===== src/rtl/acc_stack_if.sv =====
// acc_stack_if: operand/control bundle between the decoder (master) and the
// accumulator stack (slave). Carries the op strobe, load sources, nibble
// immediate, error clear, and the registered acc/stack status back.
// Ports: Write_En/Op/RegInput/ALUInput/Imm_in/Slice/Err_Clr (master->slave),
//        DataOut/TopOut/Count/Full/Empty/Err (slave->master).
interface acc_stack_if #(
  parameter int W     = 8,
  parameter int DEPTH = 4
);
  localparam int SW = $clog2(W / 4);
  localparam int CW = $clog2(DEPTH + 1);

  logic          Write_En;
  logic [2:0]    Op;
  logic [W-1:0]  RegInput;
  logic [W-1:0]  ALUInput;
  logic [3:0]    Imm_in;
  logic [SW-1:0] Slice;
  logic          Err_Clr;

  logic [W-1:0]  DataOut;
  logic [W-1:0]  TopOut;
  logic [CW-1:0] Count;
  logic          Full;
  logic          Empty;
  logic          Err;

  modport master (
    output Write_En, Op, RegInput, ALUInput, Imm_in, Slice, Err_Clr,
    input  DataOut, TopOut, Count, Full, Empty, Err
  );

  modport slave (
    input  Write_En, Op, RegInput, ALUInput, Imm_in, Slice, Err_Clr,
    output DataOut, TopOut, Count, Full, Empty, Err
  );
endinterface


===== src/rtl/acc_stack.sv =====
// acc_stack: W-bit accumulator with a DEPTH-entry save/restore stack and
// nibble-sliced immediate loads; ops decoded from a 3-bit Op code.
// Latency: every op commits on one clk edge; results visible the next cycle.
// Backpressure: none; misuse ops (PUSH on full, POP/SWAP on empty, bad Slice)
// are dropped as no-ops.
// Ports: clk, Reset (sync, active-high), bus (acc_stack_if.slave).
// Build option: define ACC_STK_ERR_EN to enable the sticky Err flag and
// Err_Clr; otherwise Err is tied low and Err_Clr is ignored.
module acc_stack #(
  parameter int W     = 8,
  parameter int DEPTH = 4
) (
  input  logic         clk,
  input  logic         Reset,
  acc_stack_if.slave   bus
);
  localparam int SW  = $clog2(W / 4);
  localparam int CW  = $clog2(DEPTH + 1);
  localparam int NSL = W / 4;

  localparam logic [2:0] OP_NOP    = 3'd0;
  localparam logic [2:0] OP_LD_REG = 3'd1;
  localparam logic [2:0] OP_LD_ALU = 3'd2;
  localparam logic [2:0] OP_LD_IMM = 3'd3;
  localparam logic [2:0] OP_CLR    = 3'd4;
  localparam logic [2:0] OP_PUSH   = 3'd5;
  localparam logic [2:0] OP_POP    = 3'd6;
  localparam logic [2:0] OP_SWAP   = 3'd7;

  logic [W-1:0]  acc_q, acc_d;
  logic [W-1:0]  stk_q [DEPTH];
  logic [W-1:0]  stk_d [DEPTH];
  logic [CW-1:0] cnt_q, cnt_d;
  logic [W-1:0]  top;
  logic          full, empty;
  logic          misuse;
  int            slice_idx;

  assign full  = (cnt_q == CW'(DEPTH));
  assign empty = (cnt_q == '0);

  // Top-of-stack mux; compares against Count rather than indexing so the
  // Count width never has to match the array index width.
  always_comb begin
    top = '0;
    for (int i = 0; i < DEPTH; i++) begin
      if (cnt_q == CW'(i + 1)) top = stk_q[i];
    end
  end

  always_comb begin
    acc_d     = acc_q;
    stk_d     = stk_q;
    cnt_d     = cnt_q;
    misuse    = 1'b0;
    slice_idx = int'(bus.Slice);
    if (bus.Write_En) begin
      case (bus.Op)
        OP_NOP:    ;
        OP_LD_REG: acc_d = bus.RegInput;
        OP_LD_ALU: acc_d = bus.ALUInput;
        OP_LD_IMM: begin
          // Slice can exceed the nibble count only when W/4 is not a power of 2.
          if (slice_idx < NSL) begin
            for (int i = 0; i < NSL; i++) begin
              if (slice_idx == i) acc_d[4*i +: 4] = bus.Imm_in;
            end
          end else begin
            misuse = 1'b1;
          end
        end
        OP_CLR:    acc_d = '0;
        OP_PUSH: begin
          if (full) begin
            misuse = 1'b1;
          end else begin
            for (int i = 0; i < DEPTH; i++) begin
              if (cnt_q == CW'(i)) stk_d[i] = acc_q;
            end
            cnt_d = cnt_q + CW'(1);
          end
        end
        OP_POP: begin
          if (empty) begin
            misuse = 1'b1;
          end else begin
            acc_d = top;
            cnt_d = cnt_q - CW'(1);
          end
        end
        OP_SWAP: begin
          if (empty) begin
            misuse = 1'b1;
          end else begin
            acc_d = top;
            for (int i = 0; i < DEPTH; i++) begin
              if (cnt_q == CW'(i + 1)) stk_d[i] = acc_q;
            end
          end
        end
        default: ;
      endcase
    end
  end

  always_ff @(posedge clk) begin
    if (Reset) begin
      acc_q <= '0;
      cnt_q <= '0;
      for (int i = 0; i < DEPTH; i++) stk_q[i] <= '0;
    end else begin
      acc_q <= acc_d;
      cnt_q <= cnt_d;
      stk_q <= stk_d;
    end
  end

`ifdef ACC_STK_ERR_EN
  logic err_q, err_d;

  // Misuse wins over a same-cycle clear so no error event is ever lost.
  always_comb begin
    err_d = err_q;
    if (bus.Err_Clr) err_d = 1'b0;
    if (misuse)      err_d = 1'b1;
  end

  always_ff @(posedge clk) begin
    if (Reset) err_q <= 1'b0;
    else       err_q <= err_d;
  end

  assign bus.Err = err_q;
`else
  logic unused_err;
  assign unused_err = bus.Err_Clr | misuse;
  assign bus.Err    = 1'b0;
`endif

  assign bus.DataOut = acc_q;
  assign bus.TopOut  = top;
  assign bus.Count   = cnt_q;
  assign bus.Full    = full;
  assign bus.Empty   = empty;
endmodule


===== src/flat_wrapper.sv =====
// flat-port wrapper written by rule: the top's interface ports become plain ports
module acc_stack_flat 
#(
  parameter int W     = 8,
  parameter int DEPTH = 4
)
  (clk, Reset, bus_Write_En, bus_Op, bus_RegInput, bus_ALUInput, bus_Imm_in, bus_Slice, bus_Err_Clr, bus_DataOut, bus_TopOut, bus_Count, bus_Full, bus_Empty, bus_Err);
  acc_stack_if #(.W(W), .DEPTH(DEPTH)) bus_i ();
  input  logic clk;
  input  logic Reset;
  input wire logic [$bits(bus_i.Write_En)-1:0] bus_Write_En;
  input wire logic [$bits(bus_i.Op)-1:0] bus_Op;
  input wire logic [$bits(bus_i.RegInput)-1:0] bus_RegInput;
  input wire logic [$bits(bus_i.ALUInput)-1:0] bus_ALUInput;
  input wire logic [$bits(bus_i.Imm_in)-1:0] bus_Imm_in;
  input wire logic [$bits(bus_i.Slice)-1:0] bus_Slice;
  input wire logic [$bits(bus_i.Err_Clr)-1:0] bus_Err_Clr;
  output wire logic [$bits(bus_i.DataOut)-1:0] bus_DataOut;
  output wire logic [$bits(bus_i.TopOut)-1:0] bus_TopOut;
  output wire logic [$bits(bus_i.Count)-1:0] bus_Count;
  output wire logic [$bits(bus_i.Full)-1:0] bus_Full;
  output wire logic [$bits(bus_i.Empty)-1:0] bus_Empty;
  output wire logic [$bits(bus_i.Err)-1:0] bus_Err;
  assign bus_i.Write_En = bus_Write_En;
  assign bus_i.Op = bus_Op;
  assign bus_i.RegInput = bus_RegInput;
  assign bus_i.ALUInput = bus_ALUInput;
  assign bus_i.Imm_in = bus_Imm_in;
  assign bus_i.Slice = bus_Slice;
  assign bus_i.Err_Clr = bus_Err_Clr;
  assign bus_DataOut = bus_i.DataOut;
  assign bus_TopOut = bus_i.TopOut;
  assign bus_Count = bus_i.Count;
  assign bus_Full = bus_i.Full;
  assign bus_Empty = bus_i.Empty;
  assign bus_Err = bus_i.Err;
  acc_stack #(.W(W), .DEPTH(DEPTH)) u_core (.clk(clk), .Reset(Reset), .bus(bus_i));
endmodule

===== config.mk =====
export PLATFORM = sky130hd
export DESIGN_NAME = acc_stack_flat
export DESIGN_NICKNAME = d
export VERILOG_FILES = /design/src/rtl/acc_stack_if.sv /design/src/rtl/acc_stack.sv /design/src/flat_wrapper.sv
export SDC_FILE = /design/constraint.sdc
export NUM_CORES = 1
export LEC_CHECK = 0
export ABC_AREA = 1
export BUFFER_PORTS_ARGS = -buffer_cell sky130_fd_sc_hd__clkbuf_2
export CORE_ASPECT_RATIO = 0.75
export CORE_UTILIZATION = 30
export CTS_CLUSTER_SIZE = 16
export DETAILED_ROUTE_END_ITERATION = 6
export PLACE_DENSITY = 0.55
export SETUP_SLACK_MARGIN = 0.2
export SLEW_MARGIN = 10
export SYNTH_ARGS = -nofsm -noshare
export SYNTH_HDL_FRONTEND = slang
export SYNTH_SLANG_ARGS = --single-unit

===== constraint.sdc =====
create_clock -name clk -period 1.89 [get_ports clk]
set_input_delay 0.189 -clock clk [delete_from_list [all_inputs] [get_ports clk]]
set_output_delay 0.189 -clock clk [all_outputs]
set_load 0.02 [all_outputs]

; ---- After elaboration in Yosys (flattened, before gate mapping)
; Cells that the tools add are included.
[op_classes]
eq_ne = 25
muxes = 19
n_reduce_logical = 12
mul = 0
n_shift = 0
add_sub_neg = 2
n_bitwise = 0
n_lt_le_gt_ge = 0
div = 0
[op_table]
columns = operator, count
row1 = 8-bit two-way mux, 10
row2 = 32-bit two-way mux, 2
row3 = 32-bit one-hot mux with 2 select lines, 1
row4 = 8-bit one-hot mux with 5 select lines, 1
row5 = 6-bit AND reduction, 4
row6 = 2-bit inequality test (second input constant), 8
row7 = 3-bit == test (second input constant), 5
row8 = 3-bit by 2-bit == test with 1-bit output (second input constant), 4
row9 = 2-bit by 1-bit inequality test with 1-bit output (second input constant), 6
row10 = 4-bit AND reduction, 3
row11 = 4-bit two-way mux, 2
row12 = 3-bit by 1-bit == test with 1-bit output (second input constant), 2
row13 = 3-bit two-way mux, 2
row14 = 3-bit one-hot mux with 2 select lines, 1
row15 = 5-bit nonzero test, 1
row16 = 2-bit nonzero test, 2
row17 = 3-bit by 1-bit adder with 3-bit output (second input constant), 1
row18 = 3-bit zero test, 1
row19 = 3-bit by 1-bit subtractor with 3-bit output (second input constant), 1
row20 = 2-bit OR reduction, 1
[word_totals]
ram_bits = 0
mem_bits_ro = 0
input_bits = 28
mem_count = 0
word_cells = 65
register_bits = 43
latchBits = 0
out_inout_bits = 22

; ---- Logic depth before layout (Yosys ltp)
; Gate-level depths: netlist of run 1.
[logic_depth]
ltp_word = 7
mapped_depth = 13
mapped_depth_nobuf = 12

; ---- Least setup slack after synthesis of run 1
; Ideal clock, no wire load.
[synth_path]
path_kind = reg2out
startpoint = register u_core.cnt_q[2] (netlist: u_core.bus.Count[2])
endpoint = output port bus_TopOut[7]
required_time_ns = 1.701
path_buffers = 2
setup_slack_ns = -0.455
path_stages_with_launch = 8
arrival_ns = 2.156
path_cell_list = dfxtp_1 buf_2 clkinv_1 ha_1 inv_1 buf_1 nand3_1 a21boi_0
[synth_between]
elab_chain_len = 5
word_cells_on_any_way = 8
classes_between = 4 x eq/ne / 4 x mux
[synth_rtl]
columns = element, line
row1 = "start, declared", acc_stack.sv:33  ; logic [CW-1:0] cnt_q, cnt_d;
row2 = "start signal, assigned", acc_stack.sv:113  ; cnt_q <= cnt_d;
row3 = 3-bit by 1-bit == test with 1-bit output, acc_stack.sv:47  ; if (cnt_q == CW'(i + 1)) top = stk_q[i];
row4 = 8-bit two-way mux (3 in series), acc_stack.sv:47
row5 = 8-bit two-way mux *, acc_stack.sv:47
row6 = "end, declared", flat_wrapper.sv:19  ; output wire logic [$bits(bus_i.TopOut)-1:0] bus_TopOut;
; Every way passes the cells marked *; elsewhere a longest branch is shown, timed or not.

; ---- Worst setup path after layout of run 1
[layout_path]
startpoint = register u_core.cnt_q[0] (netlist: u_core.bus.Count[0])
endpoint = output port bus_TopOut[7]
; Same word-level chain as after synthesis.

==> results of run 1 <==
==> worst register-to-register path: stages, from the launching register on <==
cell and delay [ns]:
sky130_fd_sc_hd__dfxtp_4 0.39, sky130_fd_sc_hd__inv_4 0.09, sky130_fd_sc_hd__ha_4 0.14, sky130_fd_sc_hd__inv_2 0.04, sky130_fd_sc_hd__nor2_4 0.09, sky130_fd_sc_hd__buf_4 0.11, sky130_fd_sc_hd__buf_4 0.11, sky130_fd_sc_hd__o22ai_2 0.10
sky130_fd_sc_hd__nor2_4 0.14, sky130_fd_sc_hd__nand2_4 0.09, sky130_fd_sc_hd__buf_4 0.14, sky130_fd_sc_hd__o21ai_0 0.13, sky130_fd_sc_hd__nor2_1 0.05
==> registers in the layout (all words and copies together), names as in the netlist <==
signal	count
u_core.bus.DataOut	8
u_core.stk_q	32
u_core.bus.Count	3
==> final cells by class <==
type                            instances  area share
Clock buffer                            6      0.0188
Tap cell                              101      0.0327
Sequential cell                        43       0.225
Inverter                               30      0.0404
Timing Repair inverter                  1     0.00162
Multi-Input combinational cell        301       0.514
Timing Repair Buffer                   76       0.164
Clock inverter                          2     0.00324
==> logic make-up (layout without fill, tap and decap cells) <==
family                     after synthesis  after routing  share of synthesized area
AOI/OAI and AO/OA                       63             63                      0.139
xor gates and xnor gates                 2              2                    0.00742
adders and majority gates                6              6                     0.0318
buffers and inverters                   41            115                     0.0689
DFF                                     43             43                      0.364
other                                    1              1                    0.00159
and+or+nand+nor                        226            229                      0.387
==> what timing repair did <==
item | 4_1_cts | 5_1_grt
resized for setup | 48 | 173
buffers inserted | 10 | 10
endpoints found under the setup margin | 49 | 51
gates cloned | 3 | 3
hold buffers | 0 | 0
pin swaps | 12 | 45
==> power breakdown <==
| part | switching, mW | total (mW) | internal (mW) | leakage (nW) |
|---|---|---|---|---|
| clock | 0.322 | 0.580 | 0.259 | 0.0412 |
| combinational | 0.327 | 0.562 | 0.235 | 1.37 |
| sequential | 0.0580 | 1.01 | 0.953 | 0.353 |
| total | 0.706 | 2.15 | 1.45 | 1.77 |
==> stage by stage <==
stage                      util  std cells  area [um2]
after floorplan               -        382        2420
after global placement    0.373        526        2780
after detailed placement  0.373        526        2780
after CTS                 0.426        547        3180
after global routing      0.518        560        3870
final                     0.518        560        3870
==> Yosys cell counts (all sizes together) <==
master / instances
a21boi: 1
a21oi: 21
buf: 6
clkbuf: 5
clkinv: 2
conb: 1
dfxtp: 43
ha: 6
inv: 28
nand2: 90
nand3: 21
nand3b: 1
nand4: 1
nor2: 107
nor3: 5
o211ai: 1
o21ai: 37
o22ai: 3
or2: 1
xnor2: 1
xor2: 1
==> layer usage <==
layer,GRT usage,vias to the layer above,share of wire
met2,0.281,69,0.46
met4,0.0400,0,0.0075
met1,0.253,1199,0.49
li1,-,1370,-
met5,0,-,0
met3,0.0328,6,0.046
==> worst min-delay path by stage <==
stage          cells after the start                    end       startpoint
2_1_floorplan                      2        u_core.stk_q[7]  u_core.stk_q[7]
3_3_place_gp                       2        u_core.stk_q[7]  u_core.stk_q[7]
3_5_place_dp                       2        u_core.stk_q[7]  u_core.stk_q[7]
4_1_cts                            2    u_core.bus.Count[2]            Reset
5_1_grt                            2  u_core.bus.DataOut[5]            Reset
6_report                           2    u_core.bus.Count[2]            Reset
==> summary.txt, run 1 <==
Run status: complete, no violations
Clock latency at the later pin of the worst-skew pair: 0.30 ns
CTS tree: done
Synth Area per Inst: 6.18 um2
Global-route usage over all layers: 0.179
VDD IR-drop max: 0.000276 V
Commonest cells after routing, fill and taps aside: sky130_fd_sc_hd__nor2_1 (64), sky130_fd_sc_hd__nand2_1 (54), sky130_fd_sc_hd__dfxtp_1 (40)
Area of the die: 0.00824 mm2
Sequential fraction of the synthesis area: 0.364
DP Wirelength: 4900 um
Final weighted congestion in routability-driven placement: 0.772
First-pass GRT wire length: 11700 um
Count of port buffers added during placement: 47
Depth of the most critical reg-to-reg path: 12
DR DRC count: 0
Wire length after detailed routing: 7900 um
Max-slew violation total from the final report: 0
Worst setup slack after layout: 0.0739 ns
Total clock buffers created by CTS: 5
Share of the synthesized area in the top cell type: 0.364
Pin count of the biggest net entering global routing: 35
Cell Pwr Density: 557 mW/mm2
Initial antenna violation count: 0
Core area: 0.00747 mm2
Rows: 27
Layout overhead on the synthesized area: 63.7%
Buffers and inverters on the worst path: 3
Required time reported for the critical path endpoint: 1.70 ns
Reg2reg start: u_core.bus.Count[1]
CTS HTree Levels: 2
Worst Path Class, Setup: reg2out
Final Hold Fails: 0
Worst-case setup slack after placement: 0.0120 ns
Family of cells with the greatest summed delay on the critical path: simple AND/OR/NAND/NOR gates
Highest net fanout along the worst path: 4
Library cells used by synthesis: 29
Max Clock Skew: 0.0106 ns
RSZ-0062 raised after global routing: true
Cell depth of the worst setup path: 8
Mapped cell area: 0.00236 mm2
Crit path to: bus_TopOut[7]
Worst r2r dst: u_core.stk_q[27]
CP Data Arrival Time: 1.63 ns
Total congestion overflow: 0
Hold crit path type: in2reg
Largest stage delay on the critical path: 0.39 ns
Horizontal extent of the die: 104 um
Sink Count: 43
Sequential standard cell area: 872 um2
Die height: 78.9 um
Setup slack of the worst register-to-register path: 0.18 ns
Total number of nets in the final design: 492
Root buffer cell: sky130_fd_sc_hd__clkbuf_8
I/O pins: 50
Yosys synthesis warning count: 0
Post-Synthesis Cells: 382
Total of flip-flops plus latches after synthesis: 43
Post-synth top area cell: sky130_fd_sc_hd__dfxtp_1
Multi-input gate area: 0.00199 mm2
Element type at the critical path start: flop
ANT nets after route: 0
Leading post-synthesis cells by cell area: sky130_fd_sc_hd__dfxtp_1 (36%), sky130_fd_sc_hd__nor2_1 (17%), sky130_fd_sc_hd__nand2_1 (14%), sky130_fd_sc_hd__o21ai_0 (7.2%), sky130_fd_sc_hd__a21oi_1 (4.4%)
Clk pin slew, worst setup/hold paths: 0.09 ns
Worst-case clock buffer depth: 2
Synthesized netlist net count: 416
Ant diodes: 0
Highest achievable clock rate: 551 MHz
Starting utilization of the core area: 0.316
Final setup violation count: 0
CP cell instances: inv_6 -> ha_4 -> inv_1 -> nor2_2 -> nand2_1 -> nand3_4 -> a21boi_2 -> buf_4
Pre-antenna DRT Iters: 4
Static leakage power: 1.77 nW
Fraction of final layout cells with drive strength greater than 1: 0.464
Crit share post-route: 0.961
Final critical path time including I/O delays and setup: 1.82 ns
Filler instances: 723
Max-cap violations: 0
Setup crit end kind: output port
Worst Setup SP: u_core.bus.Count[0]
Vias in the first global route: 2378
Initial detailed-routing violation count: 128
Worst hold slack: 0.222 ns
Overall power of the completed layout: 2.15 mW
Via count: 2644
Total negative slack for setup checks: 0 ns
Wirelength per Cell: 14.1 um
Detailed-route vias per instance: 4.72
Library cell contributing the largest single delay on the critical path: sky130_fd_sc_hd__dfxtp_4
Most common library cell in the layout ignoring fill and taps: sky130_fd_sc_hd__nor2_1
Power figures use the tool's default switching activity.
==> run 2: changes to the inputs <==
PLACE_DENSITY = 0.56   (was 0.55)
SKIP_LAST_GASP = 1   (was not set)
==> run 2 against run 1 <==
Flip-flop and latch count unchanged. Register-to-register slack better by 0.06 ns. Die area unchanged. Hold slack better by 0.024 ns. Total power up 1.8%. Non-clock buffer count down 1. Critical path type unchanged. Clock power up 17%. Setup slack better by 0.012 ns. Final cell count unchanged. Clock skew down 0.00096 ns. First-iteration DRC count down 3.1%. Largest power group unchanged.
==> summary.txt, run 2 (same netlist as run 1, synthesis figures left out) <==
Static leakage power: 1.72 nW (-2.6%)
Worst-case clock buffer depth: 2 (unchanged)
Highest net fanout along the worst path: 8 (+4)
CP cell instances: inv_6 -> ha_4 -> nand2_4 -> clkinv_4 -> buf_12 -> buf_16 -> nand2_4 -> nand2_4 -> buf_8
Worst Setup SP: u_core.bus.Count[0]
CTS tree: done
Die height: 78.9 um (unchanged)
Initial detailed-routing violation count: 124 (-3.1%)
Crit share post-route: 0.954 (-0.00654)
Worst Path Class, Setup: reg2out
Core area: 0.00747 mm2 (unchanged)
Crit path top cell by count: sky130_fd_sc_hd__nand2_4
Element type at the critical path start: flop
Setup crit end kind: output port
Sink Count: 43 (unchanged)
Worst setup slack after layout: 0.0863 ns (+0.0124 ns)
Highest achievable clock rate: 554 MHz (+0.69%)
Starting utilization of the core area: 0.316 (unchanged)
CTS HTree Levels: 2 (unchanged)
Fraction of final layout cells with drive strength greater than 1: 0.412 (-0.0523)
Ant diodes: 0 (unchanged)
I/O pins: 50 (unchanged)
Vias in the first global route: 2253 (-5.3%)
DR DRC count: 0 (unchanged)
Reg2reg start: u_core.bus.Count[0]
Final weighted congestion in routability-driven placement: 0.793 (+2.6%)
Wire length after detailed routing: 7600 um (-3.8%)
Max-slew violation total from the final report: 0 (unchanged)
Most common library cell in the layout ignoring fill and taps: sky130_fd_sc_hd__nor2_1
Worst-case setup slack after placement: 0.0211 ns (+0.00913 ns)
Detailed-route vias per instance: 4.69 (-0.61%)
Layout overhead on the synthesized area: 55.3%
Largest stage delay on the critical path: 0.41 ns (+0.02 ns)
Total negative slack for setup checks: 0 ns (unchanged)
Library cell contributing the largest single delay on the critical path: sky130_fd_sc_hd__dfxtp_4
Wirelength per Cell: 13.6 um (-3.8%)
Depth of the most critical reg-to-reg path: 9 (-3)
Number of flip-flops in the largest register: 32 (unchanged)
CTS Hold Buffers Added: 0 (unchanged)
First-pass GRT wire length: 11500 um (-2.0%)
Worst r2r dst: u_core.stk_q[9]
Commonest cells after routing, fill and taps aside: sky130_fd_sc_hd__nor2_1 (76), sky130_fd_sc_hd__nand2_1 (57), sky130_fd_sc_hd__dfxtp_1 (40)
Clock latency at the later pin of the worst-skew pair: 0.30 ns (about the same)
Final Hold Fails: 0 (unchanged)
Global-route usage over all layers: 0.177 (-0.00134)
Max Clock Skew: 0.00962 ns (-0.000962 ns)
Setup slack of the worst register-to-register path: 0.24 ns (+0.06 ns)
CP Data Arrival Time: 1.61 ns (-0.02 ns)
Max-cap violations: 0 (unchanged)
DP Wirelength: 4890 um (-0.29%)
Final setup violation count: 0 (unchanged)
Multi-input gate area: 0.00179 mm2 (-9.8%)
Hold crit path type: in2reg
Sequential standard cell area: 872 um2 (unchanged)
Final Non-Filler Cells: 560 (unchanged)
Cell Pwr Density: 598 mW/mm2 (+7.4%)
Worst hold slack: 0.246 ns (+0.0244 ns)
Clk pin slew, worst setup/hold paths: 0.09 ns (about the same)
Pre-antenna DRT Iters: 4 (unchanged)
Required time reported for the critical path endpoint: 1.70 ns (about the same)
Total clock buffers created by CTS: 5 (unchanged)
RSZ-0062 raised after global routing: true
Root buffer cell: sky130_fd_sc_hd__clkbuf_8
VDD IR-drop max: 0.000279 V (+1.3%)
Filler instances: 730 (+0.97%)
Crit path to: bus_TopOut[2]
Final critical path time including I/O delays and setup: 1.80 ns (-0.0124 ns)
# placed instances: 525 (-0.19%)
Count of port buffers added during placement: 47 (unchanged)
ANT nets after route: 0 (unchanged)
Via count: 2628 (-0.61%)
Total number of nets in the final design: 492 (unchanged)
Biggest register: u_core.stk_q
Horizontal extent of the die: 104 um (unchanged)
Pin count of the biggest net entering global routing: 33 (-5.7%)
Initial antenna violation count: 0 (unchanged)
Area of the die: 0.00824 mm2 (unchanged)
Total congestion overflow: 0 (unchanged)
Run status: complete, no violations
Rows: 27 (unchanged)
## run 2: what timing repair did
item                                    in CTS  in global routing
pin swaps                                   21                 41
gates resized for setup                     74                 97
endpoints found under the setup margin      48                 50
gates cloned                                 4                  3
setup buffers                               10                 10
## run 2: worst min path at each step
stage	from	endpoint	slack (ns)	cells past startpoint
after floorplan	u_core.stk_q[7]	u_core.stk_q[7]	0.43	2
after global placement	u_core.stk_q[7]	u_core.stk_q[7]	0.44	2
after detailed placement	u_core.stk_q[7]	u_core.stk_q[7]	0.45	2
after CTS	Reset	u_core.bus.Count[2]	0.23	2
after global routing	Reset	u_core.bus.DataOut[6]	0.23	2
final	Reset	u_core.bus.DataOut[2]	0.25	2
## run 2: critical path, delay by kind of cell, from the launching register on
kind,cells,cell delay (ns)
adders and majority gates,1,0.17
buffers and inverters,5,0.53
DFF,1,0.41
and+or+nand+nor,3,0.21
## run 2: area by class of cell
| class | instances | area share |
|---|---|---|
| Clock buffer | 6 | 0.0256 |
| Inverter | 30 | 0.0392 |
| Tap cell | 101 | 0.0344 |
| Timing Repair inverter | 1 | 0.00239 |
| Sequential cell | 43 | 0.238 |
| Clock inverter | 2 | 0.00375 |
| Timing Repair Buffer | 75 | 0.168 |
| Multi-Input combinational cell | 302 | 0.488 |
## run 2: report_power, final
group | switching, mW | internal, mW | leakage [nW]
combinational | 0.298 | 0.210 | 1.31
clock | 0.338 | 0.341 | 0.0563
sequential | 0.0525 | 0.954 | 0.353
## run 2: through the flow
stage          power, mW  instance area, um2   util
6_report            2.19                3670  0.491
5_1_grt             2.32                3670  0.491
4_1_cts             2.13                3300  0.442
3_3_place_gp        1.38                2770  0.372
3_5_place_dp        1.38                2770  0.372
2_1_floorplan       1.26                2420      -
## run 2: per-layer routing
| layer | part of all wire | GRT usage | routed length, um | up-vias |
|---|---|---|---|---|
| met3 | 0.053 | 0.0345 | 400 | 6 |
| li1 | - | - | - | 1374 |
| met4 | 0.0072 | 0.0357 | 55 | 0 |
| met2 | 0.44 | 0.268 | 3350 | 69 |
| met5 | 0 | 0 | 0 | - |
| met1 | 0.50 | 0.259 | 3800 | 1179 |
==> run 3: changes to the inputs <==
SETUP_SLACK_MARGIN = 0.5   (was 0.2)
==> run 3 against run 2 <==
Hold slack worse by 0.030 ns. Clock-buffer cell count is 2 higher. Critical path depth is 1 lower. Core utilization is 3.4 points higher. Setup slack hardly changed. Clock power is 13% higher. First-iteration DRC count is 19% lower. Critical endpoint is now bus_TopOut[0]. Largest cell class unchanged.
==> summary.txt, run 3 (same netlist as run 1, synthesis figures left out) <==
Cell Pwr Density: 610 mW/mm2 (+2.0%)
CTS HTree Levels: 2 (unchanged)
Final Hold Fails: 0 (unchanged)
ANT nets after route: 0 (unchanged)
Total negative slack for setup checks: 0 ns (unchanged)
Element type at the critical path start: flop
Setup crit end kind: output port
Required time reported for the critical path endpoint: 1.70 ns (about the same)
Overall power of the completed layout: 2.39 mW (+9.0%)
Static leakage power: 1.70 nW (-1.1%)
Highest net fanout along the worst path: 8 (unchanged)
Area of the die: 0.00824 mm2 (unchanged)
Layout overhead on the synthesized area: 65.9%
Root buffer cell: sky130_fd_sc_hd__clkbuf_8
CP Data Arrival Time: 1.61 ns (about the same)
Total number of nets in the final design: 493 (+0.20%)
Final setup violation count: 0 (unchanged)
Clk pin slew, worst setup/hold paths: 0.09 ns (about the same)
Horizontal extent of the die: 104 um (unchanged)
CTS tree: done
VDD IR-drop max: 0.000419 V (+50%)
Sink Count: 43 (unchanged)
Detailed-route vias per instance: 4.78 (+1.9%)
Library cell contributing the largest single delay on the critical path: sky130_fd_sc_hd__dfxtp_4
Number of flip-flops in the largest register: 32 (unchanged)
Starting utilization of the core area: 0.316 (unchanged)
Hold crit path type: in2reg
Wire length after detailed routing: 7910 um (+4.1%)
# placed instances: 522 (-0.57%)
Vias in the first global route: 2458 (+9.1%)
Worst-case clock buffer depth: 2 (unchanged)
Pin count of the biggest net entering global routing: 35 (+6.1%)
Crit share post-route: 0.954 (about the same)
Largest stage delay on the critical path: 0.39 ns (-0.02 ns)
Rows: 27 (unchanged)
Max-slew violation total from the final report: 0 (unchanged)
Total congestion overflow: 0 (unchanged)
Final Non-Filler Cells: 561 (+0.18%)
Initial antenna violation count: 0 (unchanged)
Highest achievable clock rate: 554 MHz (about the same)
Final critical path time including I/O delays and setup: 1.80 ns (-0.000166 ns)
Most common library cell in the layout ignoring fill and taps: sky130_fd_sc_hd__nand2_1
CP cell instances: ha_4 -> ha_4 -> inv_8 -> nor2_1 -> nor2_1 -> nand2_2 -> nand2_2 -> buf_8
DP Wirelength: 4840 um (-0.92%)
DR DRC count: 0 (unchanged)
Ant diodes: 0 (unchanged)
Count of port buffers added during placement: 47 (unchanged)
Buffers and inverters on the worst path: 2 (-3)
Worst setup slack after layout: 0.0864 ns (+0.000166 ns)
Biggest register: u_core.stk_q
CTS Hold Buffers Added: 0 (unchanged)
I/O pins: 50 (unchanged)
Clock latency at the later pin of the worst-skew pair: 0.30 ns (about the same)
Family of cells with the greatest summed delay on the critical path: flip-flops
Core area: 0.00747 mm2 (unchanged)
Wirelength per Cell: 14.1 um (+3.9%)
Max-cap violations: 0 (unchanged)
RSZ-0062 raised after global routing: true
Worst-case setup slack after placement: 0.166 ns (+0.145 ns)
Final weighted congestion in routability-driven placement: 0.776 (-2.2%)
Worst Path Class, Setup: reg2out
Fraction of final layout cells with drive strength greater than 1: 0.476 (+0.0643)
Run status: complete, no violations
Initial detailed-routing violation count: 101 (-19%)
Max Clock Skew: 0.00700 ns (-0.00262 ns)
Pre-antenna DRT Iters: 4 (unchanged)
Global-route usage over all layers: 0.187 (+0.00957)
Die height: 78.9 um (unchanged)
Commonest cells after routing, fill and taps aside: sky130_fd_sc_hd__nand2_1 (63), sky130_fd_sc_hd__nor2_1 (56), sky130_fd_sc_hd__dfxtp_1 (40)
Total clock buffers created by CTS: 5 (unchanged)
First-pass GRT wire length: 12200 um (+6.2%)
Via count: 2684 (+2.1%)
[run 3: cell types whose count changed in the layout (fill, tap and decap cells not counted), sizes merged]
cell and delta:
clkbuf +4, clkinv +2, inv -3, buf -2
[run 3: report_power, final]
part           internal (mW)  switching [mW]
registers              0.954          0.0634
logic                  0.262           0.342
clock network          0.423           0.347
[run 3: path summary, 6_finish.rpt]
check | start | end | slack (ns) | cells past startpoint
worst max register to register | u_core.bus.Count[0] | u_core.stk_q[10] | 0.11 | 11
worst min register to register | u_core.stk_q[7] | u_core.stk_q[7] | 0.46 | 2
worst max-delay path | u_core.bus.Count[1] | bus_TopOut[0] | 0.09 | 8
worst min-delay path | Reset | u_core.bus.DataOut[7] | 0.22 | 2
[run 3: area by class of cell]
class                      count  area [um2]
sequential                    43         872
timing repair inverter         2        17.5
tap                          101         126
multi-input combinational    302        1970
inverter                      30         195
clock buffer                   8         123
timing repair buffer          75         616
fill                         725        3550
[run 3: timing repair]
item	4_1_cts	5_1_grt
endpoints found under the setup margin	53	53
buffers inserted	19	5
gates cloned	6	1
gates resized for setup	76	141
pin swaps	22	46
[run 3: metal layers]
layer	wire length [um]	global-route usage	vias up
met5	0	0	-
met4	72	0.0457	0
met3	294	0.0279	8
met2	3610	0.303	64
met1	3940	0.260	1224
li1	-	-	1388
[run 3: worst reg2reg max path: stages, from the launching register on]
cell,delay (ns)
sky130_fd_sc_hd__dfxtp_4,0.39
sky130_fd_sc_hd__inv_6,0.08
sky130_fd_sc_hd__ha_4,0.17
sky130_fd_sc_hd__inv_2,0.05
sky130_fd_sc_hd__nor2_4,0.18
sky130_fd_sc_hd__inv_2,0.09
sky130_fd_sc_hd__o21ai_4,0.25
sky130_fd_sc_hd__nor2_4,0.11
sky130_fd_sc_hd__nand2_8,0.11
sky130_fd_sc_hd__clkinv_8,0.09
sky130_fd_sc_hd__nor2_1,0.11
sky130_fd_sc_hd__nor2_1,0.04
[run 3: stage by stage]
| step | util | hold slack (ns) | cell area (um2) |
|---|---|---|---|
| after floorplan | - | 0.430 | 2520 |
| after global placement | 0.377 | 0.444 | 2820 |
| after detailed placement | 0.377 | 0.446 | 2820 |
| after CTS | 0.453 | 0.214 | 3380 |
| after global routing | 0.525 | 0.228 | 3920 |
| final | 0.525 | 0.216 | 3920 |
